<file path="src/rtl/sseg_word_scheduler.sv">
// rtl/sseg_word_scheduler.sv - two-requester arbiter and scan scheduler for a 4-digit 7-seg display
//
// Grants one requester at a time, keeps the granted word on the display for
// HOLD_SCANS scan ticks, then blanks the display for GAP_SCANS scan ticks.
//
// Ports:
//   CLK, RST         clock, synchronous active-high reset
//   REQ0, WORD0      high-priority requester: level request and 2-bit word code
//   REQ1, WORD1      low-priority requester: level request and 2-bit word code
//   GNT0, GNT1       one-cycle grant pulses (word latched on the same edge)
//   DONE             one-cycle pulse on the last cycle of SHOW
//   BUSY             high in SHOW and GAP
//   WORD_SEL         latched word code to the decoder
//   DIG_SEL          current digit index 0..3 to the decoder
//   DISP_EN          active-low anode enables, one-hot-low in SHOW only

module sseg_word_scheduler #(
    parameter int SCAN_DIV   = 2200,
    parameter int HOLD_SCANS = 1024,
    parameter int GAP_SCANS  = 64
) (
    input  logic       CLK,
    input  logic       RST,
    input  logic       REQ0,
    input  logic [1:0] WORD0,
    input  logic       REQ1,
    input  logic [1:0] WORD1,
    output logic       GNT0,
    output logic       GNT1,
    output logic       DONE,
    output logic       BUSY,
    output logic [1:0] WORD_SEL,
    output logic [1:0] DIG_SEL,
    output logic [3:0] DISP_EN
);

    localparam int PW = (SCAN_DIV > 1)   ? $clog2(SCAN_DIV)   : 1;
    localparam int HW = (HOLD_SCANS > 1) ? $clog2(HOLD_SCANS) : 1;
    localparam int GW = (GAP_SCANS > 1)  ? $clog2(GAP_SCANS)  : 1;

    localparam logic [PW-1:0] PRE_LAST  = PW'(SCAN_DIV - 1);
    localparam logic [HW-1:0] HOLD_LAST = HW'(HOLD_SCANS - 1);
    localparam logic [GW-1:0] GAP_LAST  = (GAP_SCANS > 0) ? GW'(GAP_SCANS - 1) : '0;

    typedef enum logic [1:0] {
        S_IDLE = 2'd0,
        S_SHOW = 2'd1,
        S_GAP  = 2'd2
    } state_t;

    state_t        state;
    state_t        next_state;
    logic [PW-1:0] prescaler;
    logic [1:0]    dig_sel;
    logic [HW-1:0] hold_cnt;
    logic [GW-1:0] gap_cnt;
    logic [1:0]    word_q;
    logic          gnt0_q;
    logic          gnt1_q;
    logic          fair;

    logic tick;
    logic grant;
    logic pick0;
    logic pick1;
    logic hold_last;
    logic gap_last;

    assign tick      = (prescaler == PRE_LAST);
    assign hold_last = tick && (hold_cnt == HOLD_LAST);
    assign gap_last  = tick && (gap_cnt == GAP_LAST);

    // REQ1 overrides REQ0 only when REQ0 already took a word while REQ1 waited.
    assign pick1 = REQ1 && (fair || !REQ0);
    assign pick0 = REQ0 && !pick1;
    assign grant = (state == S_IDLE) && (REQ0 || REQ1);

    always_ff @(posedge CLK) begin
        if (RST) begin
            state <= S_IDLE;
        end else begin
            state <= next_state;
        end
    end

    always_comb begin
        next_state = state;
        case (state)
            S_IDLE: begin
                if (REQ0 || REQ1) begin
                    next_state = S_SHOW;
                end
            end
            S_SHOW: begin
                if (hold_last) begin
                    next_state = (GAP_SCANS == 0) ? S_IDLE : S_GAP;
                end
            end
            S_GAP: begin
                if (gap_last) begin
                    next_state = S_IDLE;
                end
            end
            default: next_state = S_IDLE;
        endcase
    end

    always_ff @(posedge CLK) begin
        if (RST) begin
            prescaler <= '0;
            dig_sel   <= '0;
            hold_cnt  <= '0;
            gap_cnt   <= '0;
            word_q    <= '0;
            gnt0_q    <= 1'b0;
            gnt1_q    <= 1'b0;
            fair      <= 1'b0;
        end else begin
            prescaler <= tick ? '0 : prescaler + PW'(1);
            if (tick) begin
                dig_sel <= dig_sel + 2'd1;
            end

            gnt0_q <= grant && pick0;
            gnt1_q <= grant && pick1;

            if (grant) begin
                word_q   <= pick1 ? WORD1 : WORD0;
                hold_cnt <= '0;
            end else if (state == S_SHOW && tick) begin
                hold_cnt <= hold_cnt + HW'(1);
            end

            if (state == S_SHOW && hold_last) begin
                gap_cnt <= '0;
            end else if (state == S_GAP && tick) begin
                gap_cnt <= gap_cnt + GW'(1);
            end

            if (grant && pick1) begin
                fair <= 1'b0;
            end else if (grant && pick0 && REQ1) begin
                fair <= 1'b1;
            end
        end
    end

    always_comb begin
        GNT0     = gnt0_q;
        GNT1     = gnt1_q;
        WORD_SEL = word_q;
        DIG_SEL  = dig_sel;
        BUSY     = (state != S_IDLE);
        DONE     = (state == S_SHOW) && hold_last;
        DISP_EN  = (state == S_SHOW) ? ~(4'b0001 << dig_sel) : 4'b1111;
    end

endmodule

</file>
<file path="config.mk">
export PLATFORM = sky130hd
export DESIGN_NAME = sseg_word_scheduler
export DESIGN_NICKNAME = d
export VERILOG_FILES = /design/src/rtl/sseg_word_scheduler.sv
export SDC_FILE = /design/constraint.sdc
export NUM_CORES = 1
export LEC_CHECK = 0
export CORE_ASPECT_RATIO = 0.5
export CORE_MARGIN = 2
export CORE_UTILIZATION = 50
export CTS_CLUSTER_DIAMETER = 40
export DETAILED_ROUTE_END_ITERATION = 8
export GPL_ROUTABILITY_DRIVEN = 0
export PLACE_DENSITY = 0.82
export SLEW_MARGIN = 10
export SYNTH_ARGS = -nofsm -noshare
export SYNTH_HDL_FRONTEND = slang
export SYNTH_SLANG_ARGS = --single-unit
</file>
<file path="constraint.sdc">
create_clock -name CLK -period 2.1 [get_ports CLK]
set_clock_uncertainty 0.05 [all_clocks]
set_input_delay 0.42 -clock CLK [delete_from_list [all_inputs] [get_ports CLK]]
set_output_delay 0.42 -clock CLK [all_outputs]
set_load 0.02 [all_outputs]
</file>
Word-level counts from Yosys, hierarchy flattened
Cells that the tools add are included.
{"block": "classes", "n_reduce_logical": 22, "eq_ne": 8, "shift": 1, "n_bitwise": 1, "add_sub_neg": 4, "n_mux": 6}
{"cell": "$add A12 B1 Y12 const B", "count": 1}
{"cell": "$eq A12 B12 Y1 const B", "count": 1}
{"cell": "$logic_and A1 B1 Y1", "count": 11}
{"cell": "$add A10 B1 Y10 const B", "count": 1}
{"cell": "$eq A10 B10 Y1 const B", "count": 1}
{"cell": "$mux W2", "count": 4}
{"cell": "$reduce_or A2 Y1", "count": 4}
{"cell": "$add A6 B1 Y6 const B", "count": 1}
{"cell": "$eq A6 B6 Y1 const B", "count": 1}
{"cell": "$pmux W2 S3", "count": 1}
{"cell": "$mux W4", "count": 1}
{"cell": "$ne A2 B2 Y1 const B", "count": 2}
{"cell": "$not A4 Y4", "count": 1}
{"cell": "$shl A1 B2 Y4 const A", "count": 1}
{"cell": "$reduce_and A3 Y1", "count": 1}
{"cell": "$add A2 B1 Y2 const B", "count": 1}
{"cell": "$eq A2 B1 Y1 const B", "count": 1}
{"cell": "$eq A2 B2 Y1 const B", "count": 1}
{"cell": "$logic_not A1 Y1", "count": 2}
{"cell": "$logic_not A2 Y1", "count": 1}
{"cell": "$logic_or A1 B1 Y1", "count": 2}
{"cell": "$ne A2 B1 Y1 const B", "count": 1}
{"cell": "$reduce_bool A2 Y1", "count": 1}
{"block": "word_totals", "inputBits": 8, "out_inout_bits": 12, "register_bits": 37}

Longest topological paths before layout
Gate-level depths: netlist of the first run.
{"block": "depth", "word_depth": 7, "mapped_depth": 7, "depth_no_buf": 5}

Worst setup path before layout of the first run
OpenSTA, ideal clock, no wires.
{"block": "synth_timing", "kind": "register to output", "startpoint": "reg prescaler[0]", "endpoint": "out DONE", "stages_incl_launch_ff": 7, "required_ns": 1.630, "path_slack_ns": 0.147, "arrival_time_ns": 1.483, "cell_sequence": "dfxtp_1 ha_1 and4b_2 buf_2 nand4_1 buf_2 nor2_1"}
{"block": "synth_between", "elab_chain_cells": 3}
{"element": "start: declaration", "line_no": "53", "source": "logic [PW-1:0] prescaler;"}
{"element": "start signal: assignment", "line_no": "119", "source": "prescaler <= tick ? '0 : prescaler + PW'(1);"}
{"element": "$eq A12 B12 Y1", "line_no": "69", "source": "assign tick = (prescaler == PRE_LAST);"}
{"element": "$logic_and A1 B1 Y1", "line_no": "70", "source": "assign hold_last = tick && (hold_cnt == HOLD_LAST);"}
{"element": "$logic_and A1 B1 Y1", "line_no": "154", "source": "DONE = (state == S_SHOW) && hold_last;"}
{"element": "end: declaration", "line_no": "30", "source": "output logic DONE,"}
Every way passes these cells.

Worst setup path after layout of the first run
{"block": "layout_timing", "startpoint": "reg state[1]", "endpoint": "out BUSY"}
{"block": "layout_between", "elab_chain_cells": 1}
{"element": "start: declaration", "line_no": "51", "source": "state_t state;"}
{"element": "start signal: assignment", "line_no": "82", "source": "state <= next_state;"}
{"element": "$reduce_bool A2 Y1", "line_no": "153", "source": "BUSY = (state != S_IDLE);"}
{"element": "end: declaration", "line_no": "31", "source": "output logic BUSY,"}
Every way passes these cells.

==> qor.yml, run 1 <==
power:
  vdd.ir_drop.worst_v: 0.000262
  fin_total_pwr_mw: 1.32
  power.density_mw_per_mm2: 594
  p_leak_nw: 0.849
cells_and_area:
  fin_cells: 284
  fin_util_pct: 65.7
  n_fill_cell: 264
  nets: 257
  layout-drive-gt1-share_pct: 16.5
  final_area_mm2: 0.00222
  area_growth_pct: 27.4
  antennaDiodeCount: 0
cts:
  path_clk_slew_ns: 0.07
  root_buffer: "clkbuf_8"
  h-tree-depth: 2
  clk_latency_ns: 0.29
  clockBufferDepth: 2
  cts_tree: "yes"
  cts.sinks: 37
  numCtsBuffers: 5
logic_synthesis:
  syn_area_mm2: 0.00174
  ys_seq_elements: 37
  synthTopCellsByArea: "dfxtp_1 (42%), ha_1 (5.0%), xor2_1 (4.5%)"
  ys_warn_count: 0
  netlist_top_cells_count: "dfxtp_1 (37), nor2_1 (20), a21oi_1 (15), nand2_1 (15), nand3_1 (12)"
  synth-main-ff-cell: "dfxtp_1"
  syn_inst: 199
  synth.avg_cell_area_um2: 8.76
  synth_cell_types: 34
  synth_edf_count: 0
  synth_nets: 214
  async_flop_share_pct: 0
  yosysTopAreaCellShare_pct: 42.5
  yosysMostFrequentCell: "dfxtp_1"
  synth_top_cell_by_area: "dfxtp_1"
  seq_area_frac_synth_pct: 42.5
detailed_routing:
  drtAntennaViolNets: 0
  wire_per_inst_um: 13.0
  highest_layer: "met4"
  drt_wl_total_mm: 3.68
  first_pass_iters: 5
  viasPerCell: 5.51
  dr_wl_met2_mm: 1.78
  num_vias: 1566
  drt_iter0_drc: 93
  drc: 0
  wl_met1_mm: 1.70
  met3_length_um: 101
critical_path:
  worstPathArrival_ns: 1.54
  reg2reg_from: "prescaler[1]$_SDFF_PP0_"
  crit_required_ns: 1.63
  crit_family: "buffers and inverters"
  critPathBufInv: 2
  cpMaxStageDelayCell: "clkdlybuf4s50_1"
  crit_chain: "nor2_1 > inv_1 > clkdlybuf4s50_1"
  cp_max_fo: 5
  cp-end-kind: "primary output"
  critical_path.max_stage_delay_ns: 0.61
  critPathLaunchType: "register"
  crit_start: "state[1]$_SDFFE_PP0P_"
  path_class: "register to primary output"
grt:
  gr-usage-all-layers_pct: 21.3
  first_global_vias: 1494
  grt_pass1_wl_mm: 6.44
  antenna_found_initial: 0
  gr-total-overflow: 0
  grt_max_degree: 13
timing:
  tightestPinTransition_ns: 0.460
  finalSetupViolCount: 0
  hold_viol_final: 0
  rsz0062_at_grt: "false"
  max_slew_margin_pct: 69.3
  clock.fmax_mhz: 497
  drv_slew: 0
  holdWs_ns: 0.429
  layout_setup_ws_ns: 0.0884
  fin_tns_setup_ns: 0
  period_share_pct: 95.8
  timing.final.crit_period_ns: 2.01
min_path:
  worstHoldStart: "WORD_SEL[0]$_SDFFE_PP0P_"
  worstHoldPathType: "register to register"
run:
  maxCapViolCount: 0
die:
  fp.dieArea_mm2: 0.00400
  rows: 15
  die-width_um: 87.5
  core_region_area_mm2: 0.00338
  io_pins: 20
  start_util_pct: 51.6
  die_h_um: 45.8
place:
  dp_slack_ns: -0.0334
  dp_cells: 277
  placed_area_mm2: 0.00213
  io_buffers: 19
  dp_hpwl_mm: 2.78
run_status:
  status: "finished clean"
-- final timing paths --
path                                            endpoint  slack [ns]  depth (start not counted)
worst max-delay path                                BUSY        0.09                          3
worst min-delay path            WORD_SEL[0]$_SDFFE_PP0P_        0.43                          2
worst min register to register  WORD_SEL[0]$_SDFFE_PP0P_        0.43                          2
worst max register to register  hold_cnt[7]$_SDFFE_PP0P_        0.16                          6
-- registers in the layout (all words and copies together), names as in the netlist --
| name | count |
|---|---|
| DIG_SEL | 2 |
| GNT1 | 1 |
| WORD_SEL | 2 |
| fair | 1 |
| hold_cnt | 10 |
| state | 2 |
| prescaler | 12 |
| gap_cnt | 6 |
| GNT0 | 1 |
-- final cells by class --
class | instances | area [um2] | share of cell area [%]
Multi-Input combinational cell | 146 | 945 | 42.5
Sequential cell | 37 | 741 | 33.4
Clock buffer | 7 | 86.3 | 3.89
Inverter | 11 | 41.3 | 1.86
Timing Repair Buffer | 41 | 355 | 16.0
Tap cell | 42 | 52.6 | 2.37
-- tightest hold or removal path, stage by stage (launching register included) --
cell and delay (ns):
dfxtp_1 0.32, inv_1 0.05, o22ai_1 0.07
-- layout by cell type, fill, tap and decap left out, types with 2 or more instances in the layout --
master,instances
nand4_1,8
o22ai_1,2
inv_1,11
buf_4,23
and4_1,4
o21bai_1,2
clkbuf_8,6
o31ai_1,3
and4_2,2
nor3_1,3
dlygate4sd2_1,2
a21oi_1,15
or4_1,4
or3_2,2
xor2_1,9
o21a_1,2
dfxtp_1,37
clkdlybuf4s50_1,14
nor2_1,19
o21ai_0,11
nand2_1,15
mux2i_1,4
nand3_1,12
or3_1,6
nand2b_1,2
dlymetal6s2s_1,2
xnor2_1,3
ha_1,7
-- kinds of logic (layout without fill, tap and decap cells) --
kind of cell | Yosys count | after routing | synth area share [%]
simple gates | 85 | 85 | 27.7
compound gates | 38 | 38 | 12.8
flops | 37 | 37 | 42.5
buf+inv | 16 | 59 | 3.59
xor+xnor | 12 | 12 | 6.03
fa+ha+maj | 7 | 7 | 5.02
mux | 4 | 4 | 2.30
-- power by group --
part / leakage, nW / switching (mW) / total, mW / internal (mW)
clock network: 0.0443 / 0.238 / 0.498 / 0.260
logic: 0.505 / 0.0509 / 0.101 / 0.0502
registers: 0.300 / 0.00753 / 0.721 / 0.713
total: 0.849 / 0.296 / 1.32 / 1.02
-- layer usage --
| layer | up-vias | track usage [%] |
|---|---|---|
| met5 | - | 0 |
| met4 | 0 | 10.2 |
| met3 | 12 | 4.35 |
| met2 | 30 | 38.8 |
| met1 | 725 | 24.6 |
| li1 | 799 | - |
-- repair_timing --
item                                   4_1_cts  5_1_grt
setup endpoints to repair                    5        3
setup buffers                                0        0
pin swaps                                    0        1
hold buffers                                 0        0
cloned                                       0        0
gates resized for setup                      7        4
endpoints found under the hold margin        0        0
Power figures use the tool's default switching activity.
==> inputs of run 2 (changes only) <==
ABC_AREA = 1   (was not set)
CORE_MARGIN = not set   (was 2)
PLACE_DENSITY = 0.81   (was 0.82)
==> run 2 against run 1 <==
Design area grew 16%. Synthesized area increased by 22%. Sequential cell count stayed put. Worst hold slack worse by 0.0096 ns. Critical path type unchanged.
==> qor.yml, run 2 <==
run_status:
  status: "finished clean"
power:
  fin_total_pwr_mw: 1.31  # -0.99%
  power_frac_comb_pct: 8.0  # +0.3 points
  pwr-share-seq_pct: 55.3  # +0.7 points
  p_switching_mw: 0.312  # +5.2%
  clock_power_share_pct: 36.7  # -1.0 points
  p_sw_share_pct: 23.9  # +1.4 points
  p_int_mw: 0.995  # -2.8%
  vdd.ir_drop.worst_v: 0.000214  # -18%
  p_leak_nw: 1.06  # +25%
  power.density_mw_per_mm2: 507  # -15%
timing:
  drv_slew: 0  # unchanged
  max_slew_margin_pct: 70.5  # +1.2 points
  finalSetupViolCount: 0  # unchanged
  fin_tns_setup_ns: 0  # unchanged
  clock.fmax_mhz: 508  # +2.1%
  timing.final.crit_period_ns: 1.97  # -0.0417 ns
  tightestPinTransition_ns: 0.439  # -0.0212 ns
  hold_viol_final: 0  # unchanged
  period_share_pct: 93.8  # -2.0 points
die:
  die-width_um: 94.1  # +7.5%
  fp.dieArea_mm2: 0.00452  # +13%
  die_h_um: 48.0  # +5.0%
  core_region_area_mm2: 0.00398  # +18%
  io_pins: 20  # unchanged
  rows: 16  # +1
  start_util_pct: 53.2  # +1.6 points
grt:
  grt_max_degree: 13  # unchanged
  use_met1_pct: 26.5  # +1.9 points
  use_met3_pct: 4.92  # +0.57 points
  first_global_vias: 1843  # +23%
  busiest_layer: "met2"
  gr-total-overflow: 0  # unchanged
  grt_pass1_wl_mm: 7.84  # +22%
  antenna_found_initial: 0  # unchanged
  gr-usage-all-layers_pct: 23.0  # +1.7 points
  use_met2_pct: 45.8  # +7.1 points
logic_synthesis:
  synth.avg_cell_area_um2: 6.84  # -22%
  synth_cell_types: 25  # -26%
  ys_warn_count: 0  # unchanged
  ys_seq_elements: 37  # unchanged
  seq_area_frac_synth_pct: 34.9  # -7.6 points
  yosysMostFrequentCell: "nand2_1"
  async_flop_share_pct: 0  # unchanged
  synth_nets: 325  # +52%
  netlist_top_cells_count: "nand2_1 (91), dfxtp_1 (37), inv_1 (33)"
  syn_inst: 310  # +56%
  synth_edf_count: 0  # unchanged
  synthTopCellsByArea: "dfxtp_1 (35%), nand2_1 (16%), inv_1 (5.8%)"
  synth-main-ff-cell: "dfxtp_1"
  syn_area_mm2: 0.00212  # +22%
  synth_top_cell_by_area: "dfxtp_1"
  yosysTopAreaCellShare_pct: 34.9  # -7.6 points
cells_and_area:
  final_common_cell: "nand2_1"
  final_area_mm2: 0.00258  # +16%
  n_fill_cell: 348  # +32%
  largest_register: "prescaler"
  area_growth_pct: 21.6
  reg_top3: "prescaler: 12 flops, hold_cnt: 10 flops, gap_cnt: 6 flops"
  nets: 366  # +42%
  fin_cells: 406  # +43%
  fin_util_pct: 64.7  # -1.0 points
  antennaDiodeCount: 0  # unchanged
  layout_common_cells: "nand2_1 (91), dfxtp_1 (35), inv_1 (33), nor2_1 (28), nand3_1 (24)"
  largest_reg_flops: 12  # unchanged
  layout-drive-gt1-share_pct: 18.8  # +2.2 points
cts:
  cts_tree: "yes"
  h-tree-depth: 2  # unchanged
  post_cts_buffers: 0  # unchanged
  cts.sinks: 37  # unchanged
  clockBufferDepth: 2  # unchanged
  clk_latency_ns: 0.28  # about the same
  path_clk_slew_ns: 0.07  # about the same
  root_buffer: "clkbuf_8"
  numCtsBuffers: 5  # unchanged
detailed_routing:
  wire_per_inst_um: 11.7  # -9.8%
  first_pass_iters: 4  # -1
  drtAntennaViolNets: 0  # unchanged
  drt_wl_total_mm: 4.75  # +29%
  viasPerCell: 5.03  # -8.8%
  drc: 0  # unchanged
  num_vias: 2041  # +30%
  drt_iter0_drc: 97  # +4.3%
place:
  dp_cells: 398  # +44%
  placed_area_mm2: 0.00249  # +17%
  dp_hpwl_mm: 3.74  # +34%
  io_buffers: 19  # unchanged
critical_path:
  critPathLaunchType: "register"
  crit_family: "simple AND/OR/NAND/NOR gates"
  crit_required_ns: 1.63  # about the same
  critical_path.max_stage_delay_ns: 0.34  # -0.27 ns
  critPathBufInv: 2  # unchanged
  cpMaxStageDelayCell: "dfxtp_1"
  path_class: "register to primary output"
  cp_max_fo: 3  # -2
  worstPathArrival_ns: 1.50  # -0.04 ns
  crit_chain: "ha_2 > nand2_2 > inv_2 > nand2_1 > nor2_4 > nand3_1 > nor2_2 > buf_4"
  cp-end-kind: "primary output"
min_path:
  worstHoldPathType: "register to register"
run:
  maxCapViolCount: 0  # unchanged
-- run 2: power by group through the flow --
stage	clock network, mW	registers [mW]	logic (mW)
6_report	0.480	0.723	0.104
4_1_cts	0.484	0.722	0.104
3_3_place_gp	0	0.737	0.101
3_5_place_dp	0	0.738	0.105
5_1_grt	0.514	0.724	0.116
2_1_floorplan	0	0.743	0.0537
-- run 2: timing repair --
| item | CTS | global route |
|---|---|---|
| gates resized for setup | 8 | 5 |
| hold buffers | 0 | 0 |
| hold endpoints to repair | 0 | 0 |
| setup endpoints to repair | 5 | 3 |
-- run 2: cells by family (layout without fill, tap and decap cells) --
kind of cell	count (synthesis)	count (layout)	share of synthesized area, %
buf+inv	47	89	8.68
simple gates	182	182	41.1
flops	37	37	34.9
compound gates	31	31	8.68
fa+ha+maj	7	7	4.13
xor+xnor	6	6	2.48
-- run 2: metrics by stage --
stage / hold WS, ns / setup slack, ns
after CTS: 0.423 / 0.0326
final: 0.419 / 0.130
after global routing: 0.450 / -0.00154
after detailed placement: 0.404 / -0.0613
after floorplan: 0.368 / 0.371
after global placement: 0.394 / -0.0253
-- run 2: path summary, 6_finish.rpt --
kind                                          startpoint                       end  slack (ns)  cells past startpoint
worst min-delay path            WORD_SEL[0]$_SDFFE_PP0P_  WORD_SEL[0]$_SDFFE_PP0P_        0.42                      2
worst max register to register   prescaler[0]$_SDFF_PP0_   gap_cnt[3]$_SDFFE_PP0P_        0.52                     10
worst max-delay path             prescaler[0]$_SDFF_PP0_                      DONE        0.13                      8
worst min register to register  WORD_SEL[0]$_SDFFE_PP0P_  WORD_SEL[0]$_SDFFE_PP0P_        0.42                      2
-- run 2: layout make-up --
type / instances / area [um2] / share of cell area, %
flip-flops and latches: 37 / 743 / 28.8
clock buffers: 8 / 80.1 / 3.11
multi-input cells: 226 / 1200 / 46.6
inverters: 45 / 169 / 6.55
repair buffers: 36 / 318 / 12.3
well taps: 54 / 67.6 / 2.62
-- run 2: routing by layer --
metal / vias to the layer above / share of wire, %
met4: 0 / 0.55
li1: 1066 / -
met1: 935 / 45
met5: - / 0
met3: 5 / 3.3
met2: 35 / 51
-- run 2: worst reg2reg max path, cell delays in order (launching register included) --
cell and delay, ns:
dfxtp_1 0.34, ha_2 0.21, nand2_2 0.07, buf_4 0.14
nor2_1 0.10, nand3_1 0.14, nor2_4 0.18, nand3_1 0.11
nand2_1 0.07, inv_1 0.04, nor2_1 0.07
